--- src/rtl/serial_tx_piso.sv ---
// serial_tx_piso: parallel-in/serial-out frame transmitter (start, data, optional parity, stop)
// Ports:
//   clk      - clock, all state changes on rising edge
//   rst      - synchronous active-high reset, aborts any frame in progress
//   tx_data  - word to send, sampled only when the handshake completes
//   tx_valid - tx_data holds a word to send
//   tx_ready - a word can be accepted this cycle (IDLE, or last cycle of STOP)
//   tx_out   - registered serial line, idles high
//   busy     - a frame is in progress
module serial_tx_piso #(
    parameter int DATA_W       = 8,
    parameter int CLKS_PER_BIT = 4,
    parameter int MSB_FIRST    = 0,
    parameter int PARITY_EN    = 0,
    parameter int PARITY_ODD   = 0
) (
    input  logic              clk,
    input  logic              rst,
    input  logic [DATA_W-1:0] tx_data,
    input  logic              tx_valid,
    output logic              tx_ready,
    output logic              tx_out,
    output logic              busy
);
    localparam int CW = CLKS_PER_BIT > 1 ? $clog2(CLKS_PER_BIT) : 1;
    localparam int BW = DATA_W > 1 ? $clog2(DATA_W) : 1;
    localparam logic [2:0] IDLE   = 3'd0;
    localparam logic [2:0] START  = 3'd1;
    localparam logic [2:0] DATA   = 3'd2;
    localparam logic [2:0] PARITY = 3'd3;
    localparam logic [2:0] STOP   = 3'd4;
    logic [2:0]        state, state_n;
    logic [CW-1:0]     cnt, cnt_n;
    logic [BW-1:0]     idx, idx_n;
    logic [DATA_W-1:0] sh, sh_n;
    logic              par, par_n, out_n, bit_end, last_bit, accept;
    assign bit_end  = cnt == CW'(CLKS_PER_BIT - 1);
    assign last_bit = idx == BW'(DATA_W - 1);
    assign tx_ready = !rst && (state == IDLE || (state == STOP && bit_end));
    assign accept   = tx_valid && tx_ready;
    assign busy     = state != IDLE;
    always_comb begin
        state_n = state;
        cnt_n   = (state == IDLE || bit_end) ? '0 : cnt + 1'b1;
        idx_n   = idx;
        sh_n    = sh;
        par_n   = accept ? ((^tx_data) ^ (PARITY_ODD != 0)) : par;
        case (state)
            IDLE: begin
                state_n = accept ? START : IDLE;
                sh_n    = accept ? tx_data : sh;
            end
            START: state_n = bit_end ? DATA : START;
            DATA: if (bit_end) begin
                // the shift register always presents the current data bit at its output end
                state_n = last_bit ? (PARITY_EN != 0 ? PARITY : STOP) : DATA;
                idx_n   = last_bit ? '0 : idx + 1'b1;
                sh_n    = last_bit ? sh : (MSB_FIRST != 0 ? sh << 1 : sh >> 1);
            end
            PARITY: state_n = bit_end ? STOP : PARITY;
            STOP: if (bit_end) begin
                state_n = accept ? START : IDLE;
                sh_n    = accept ? tx_data : sh;
            end
            default: state_n = IDLE;
        endcase
        // tx_out is registered, so the line level is derived from the next state
        out_n = state_n == START  ? 1'b0 :
                state_n == DATA   ? (MSB_FIRST != 0 ? sh_n[DATA_W-1] : sh_n[0]) :
                state_n == PARITY ? par_n : 1'b1;
    end
    always_ff @(posedge clk) begin
        if (rst) begin
            state  <= IDLE;
            cnt    <= '0;
            idx    <= '0;
            sh     <= '0;
            par    <= 1'b0;
            tx_out <= 1'b1;
        end else begin
            state  <= state_n;
            cnt    <= cnt_n;
            idx    <= idx_n;
            sh     <= sh_n;
            par    <= par_n;
            tx_out <= out_n;
        end
    end
endmodule
--- config.mk ---
export PLATFORM = sky130hd
export DESIGN_NAME = serial_tx_piso
export DESIGN_NICKNAME = d
export VERILOG_FILES = /design/src/rtl/serial_tx_piso.sv
export SDC_FILE = /design/constraint.sdc
export NUM_CORES = 1
export LEC_CHECK = 0
export CAP_MARGIN = 40
export CORE_MARGIN = 8
export CORE_UTILIZATION = 56
export DETAILED_ROUTE_END_ITERATION = 7
export GPL_TIMING_DRIVEN = 0
export PLACE_DENSITY = 0.88
export SLEW_MARGIN = 30
export SYNTH_ARGS = -nofsm -noshare
export SYNTH_HDL_FRONTEND = slang
export SYNTH_SLANG_ARGS = --single-unit
--- constraint.sdc ---
create_clock -name clk -period 2.5 [get_ports clk]
set_input_delay 0.5 -clock clk [delete_from_list [all_inputs] [get_ports clk]]
set_output_delay 0.5 -clock clk [all_outputs]
set_load 0.1 [all_outputs]
; Word level (Yosys, flattened, before mapping)
; Cells that the tools add are included.
[totals]
register_bits = 18
in_bits = 11
out_inout_bits = 3
elab_cells = 51
[classes]
n_addsub = 2
eq_ne = 12
mux = 17
n_reduce_logical = 13
[op_table]
columns = op, count
row1 = 8-bit 2-to-1 mux, 4
row2 = 8-bit case mux with 3 select lines, 1
row3 = 3-bit 2-to-1 mux, 5
row4 = 3-bit case mux with 5 select lines, 1
row5 = "3-bit by 2-bit equality test with 1-bit output, second input constant", 4
row6 = 8-bit parity, 1
row7 = "3-bit by 1-bit equality test with 1-bit output, second input constant", 2
row8 = "3-bit equality test, second input constant", 2
row9 = "2-bit inequality test, second input constant", 3
row10 = 3-bit nonzero test, 2
row11 = 1-bit 2-to-1 mux, 5
row12 = 4-bit AND reduction, 1
row13 = "3-bit by 1-bit adder with 3-bit output, second input constant", 1
row14 = 1-bit logical AND, 3
row15 = 3-bit logical NOT, 1
row16 = "2-bit by 1-bit adder with 2-bit output, second input constant", 1
row17 = "2-bit equality test, second input constant", 1
row18 = 1-bit logical OR, 2
row19 = 2-bit 2-to-1 mux, 1
row20 = 2-bit AND reduction, 1
row21 = 2-bit OR reduction, 1
row22 = 1-bit logical NOT, 1

; Longest topological paths before layout
[depth]
depth_word = 12
depth_mapped = 8
ltp_nobuf = 7

; Least setup slack after synthesis
; Ideal clock, no wire load.
[synth_timing]
kind = input-to-output
startpoint = input rst
endpoint = output tx_ready
t_arrival_ps = 3596
required_time_ps = 2000
path_slack_ps = -1596
path_stages = 2
path_buffers = 1
cell_sequence = buf_4 nor4_1
[synth_between]
elab_chain_len = 2
[synth_rtl]
columns = element, line_no
row1 = start: declaration, 18  ; input logic rst,
row2 = 1-bit logical NOT, 39  ; assign tx_ready = !rst && (state == IDLE || (state == STOP && bit_end));
row3 = 1-bit logical AND, 39
row4 = end: declaration, 21  ; output logic tx_ready,
; No other way between the ends.

; Final worst setup path
[layout_timing]
startpoint = register cnt[0]
endpoint = output tx_ready
[layout_between]
elab_chain_len = 4
[layout_rtl]
columns = element, line_no
row1 = start: declaration, 33  ; logic [CW-1:0] cnt, cnt_n;
row2 = start signal: assignment, 82  ; cnt <= cnt_n;
row3 = 2-bit equality test, 37  ; assign bit_end = cnt == CW'(CLKS_PER_BIT - 1);
row4 = 1-bit logical AND, 39
row5 = 1-bit logical OR, 39
row6 = 1-bit logical AND, 39
; No other way between the ends.

==> results.py <==
metrics = {
    "outcome": {
        "status": "finished, final reports clean",
    },
    "detailed_routing": {
        "drcViolationCount": 0,
        "avgViaCountPerCell": 5.759,
        "route.detailed.wl_per_inst_um": 13.36,
        "dr.pass1.iters": 4,
        "routed_wl_mm": 1.831,
        "ant_nets": 0,
        "via_count": 789,
        "drt_iter0_drc": 10,
    },
    "worst_setup_path": {
        "slowest_stage": "clkdlybuf4s50_1",
        "cp-end-kind": "output pin",
        "worst-r2r-setup-slack_ps": 690,
        "rr_endpoint": "tx_out",
        "cp-start-kind": "flop",
        "critical_path.top_delay_family": "buffers and inverters",
        "timing.rr.start": "idx[0]",
        "worstPathMaxFanout": 10,
        "critPathArrivalTime_ps": 1890,
        "required_ps": 2000,
        "path_buf_inv": 3,
        "path_cells": "ha_1 -> buf_6 -> nor2b_4 -> nor4_4 -> clkdlybuf4s50_1 -> buf_8",
        "path_class": "flop to output pin",
        "cpPeakStageDelay_ps": 550,
        "rr_worst_depth": 7,
    },
    "timing": {
        "tns_ps": 0,
        "slew_headroom_pct": 70.22,
        "rsz0062_at_grt": "no",
        "hold_ws_ps": 432.0,
        "fmax_mhz": 418.9,
        "setup_ws_ps": 112.8,
        "hold_violations": 0,
        "period_needed_ps": 2387,
        "drv_slew": 0,
        "clock_skew_ps": 1.525,
        "setup_viol": 0,
        "worst_pin_slew_ps": 446.7,
        "fin_crit_sh_pct": 95.49,
    },
    "clock_network": {
        "path_clk_slew_ps": 90,
        "post-cts-setup-buffer-count": 0,
        "hold_buffers": 0,
        "cts_resized": 0,
        "root_buffer": "clkbuf_4",
        "cts_tree": "yes",
        "htree_levels": 1,
        "clk_latency_ps": 290,
        "clockBufferDepth": 2,
        "numCtsBuffers": 3,
        "clock_sinks": 18,
    },
    "pwr": {
        "power.leakage_nw": 0.4374,
        "power_density_mw_per_mm2": 478.1,
        "total_power_mw": 0.5791,
        "vdd_ir_drop_max_mv": 0.3862,
    },
    "logic_synthesis": {
        "yosys_warnings": 0,
        "synth.distinct_cells": 34,
        "syn-num-nets": 116,
        "synth_seq_area_share_pct": 36.50,
        "async_flop_share_pct": 0,
        "synth_cells": 102,
        "syn-cell-area_um2": 987.2,
        "postSynthAreaPerCell_um2": 9.678,
        "synthFlopType": "dfxtp_1",
        "ys_ff_latch": 18,
        "synth_edf_count": 0,
    },
    "global_routing": {
        "gr-usage-all-layers_pct": 11.77,
        "grt_pass1_wl_mm": 3.125,
        "grt_pass1_vias": 770,
        "grt_antenna_before_repair": 0,
        "grt_start_max_net_pins": 11,
        "grt-ovfl-total": 0,
    },
    "floorplanning": {
        "io_pins": 14,
        "dieHeight_um": 57.99,
        "initial_core_util_pct": 58.44,
        "placementRows": 15,
        "die_w_um": 57.99,
        "die-area_mm2": 0.003362,
        "coreArea_mm2": 0.001689,
    },
    "min_path": {
        "holdPathStages": 1,
        "holdCritStartpoint": "cnt[0]",
        "hold_path_end": "cnt[0]",
        "hold_class": "flop to flop",
    },
    "place": {
        "dp_slack_ps": 297.8,
        "dpl.hpwl_mm": 1.438,
        "routabilityCongestion": 0.7571,
        "port_buffers": 12,
    },
    "finish": {
        "drive_gt1_share_pct": 20.00,
        "nNetsFinal": 136,
        "diodes": 0,
        "syn_to_final_growth_pct": 22.69,
    },
    "job": {
        "drv_cap": 0,
    },
}
[cell families (layout without fill, tap and decap cells)]
| family | Yosys count | count (layout) | share of synthesized area [%] |
|---|---|---|---|
| mux | 1 | 1 | 1.014 |
| simple gates | 43 | 43 | 31.05 |
| fa+ha+maj | 3 | 3 | 3.803 |
| compound gates | 22 | 22 | 14.96 |
| buf+inv | 8 | 26 | 6.464 |
| flops | 18 | 18 | 36.50 |
| xor+xnor | 7 | 7 | 6.211 |
[through the flow]
stage                     instances  utilization (%)  cell area, um2
after global placement          131            67.70            1144
after detailed placement        134            70.37            1189
after floorplan                 102                -            1002
after global routing            137            71.70            1211
after CTS                       137            71.70            1211
final                           137            71.70            1211
[registers in the layout, indices dropped and copies added (netlist names)]
name	flops
state	3
cnt	2
idx	3
tx_out	1
sh	8
par	1
[layout make-up]
class	count	area (um2)
Clock buffer	3	22.52
Sequential cell	18	360.3
Timing Repair Buffer	15	165.2
Multi-Input combinational cell	76	578.1
Inverter	2	7.507
Tap cell	17	21.27
Fill cell	138	478.0
Buffer	6	56.30
[per-layer routing]
layer  share of wire (%)  GRT usage, %  wire length (um)  up-vias
met1                  45         12.36               832      359
met3                 4.1         2.649                75        5
met4                 2.4         7.343                44        0
met5                   0             0                 0        -
li1                    -             -                 -      405
met2                  48         20.70               878       20
[Yosys cell counts, types with 2 or more instances]
cell | n | area [um2]
nor4_1 | 2 | 12.51
nor2b_4 | 2 | 27.53
nor2_1 | 8 | 30.03
a22oi_1 | 7 | 52.55
a21oi_1 | 10 | 50.05
dfxtp_1 | 18 | 360.4
nand3b_1 | 2 | 15.01
xnor2_1 | 7 | 61.31
nand2_1 | 10 | 37.54
buf_6 | 4 | 45.04
ha_1 | 3 | 37.54
nor3_1 | 3 | 15.01
nand2b_1 | 4 | 25.02
inv_1 | 2 | 7.510
[how the worst max path moves through the flow]
stage,depth (start not counted),start,slack [ps],to
floorplan,2,rst,250,tx_ready
global placement,3,rst,-80,tx_ready
detailed placement,4,rst,300,tx_ready
CTS,6,cnt[0],90,tx_ready
global route,6,cnt[0],20,tx_ready
finish,6,cnt[0],110,tx_ready
[layout by cell type, fill, tap and decap left out]
| cell | instances |
|---|---|
| nor2_2 | 1 |
| nor4_1 | 1 |
| nor2b_4 | 2 |
| buf_4 | 1 |
| dfxtp_1 | 18 |
| o2bb2ai_1 | 1 |
| nor3_1 | 3 |
| a211oi_1 | 1 |
| ha_1 | 3 |
| clkbuf_1 | 1 |
| buf_6 | 4 |
| nor3_2 | 1 |
| nand4bb_4 | 1 |
| nand2_1 | 10 |
| nand2b_4 | 1 |
| inv_1 | 2 |
| o32a_2 | 1 |
| mux2i_1 | 1 |
| nand3_1 | 1 |
| or2b_1 | 1 |
| and4bb_2 | 1 |
| clkdlybuf4s50_1 | 12 |
| o21ai_2 | 1 |
| o32ai_1 | 1 |
| clkbuf_4 | 3 |
| a21oi_1 | 10 |
| or3_4 | 1 |
| nor2_4 | 1 |
| a22oi_1 | 7 |
| nand3b_1 | 2 |
| nor4_4 | 2 |
| nand2b_1 | 4 |
| xnor2_1 | 7 |
| nand4b_1 | 1 |
| nor2_1 | 8 |
| nor4b_1 | 1 |
| buf_8 | 3 |
[power by group]
part | internal (mW) | switching, mW
Clock | 0.0560 | 0.0841
Sequential | 0.298 | 0.00542
Combinational | 0.0638 | 0.0719
Power figures use the tool's default switching activity.
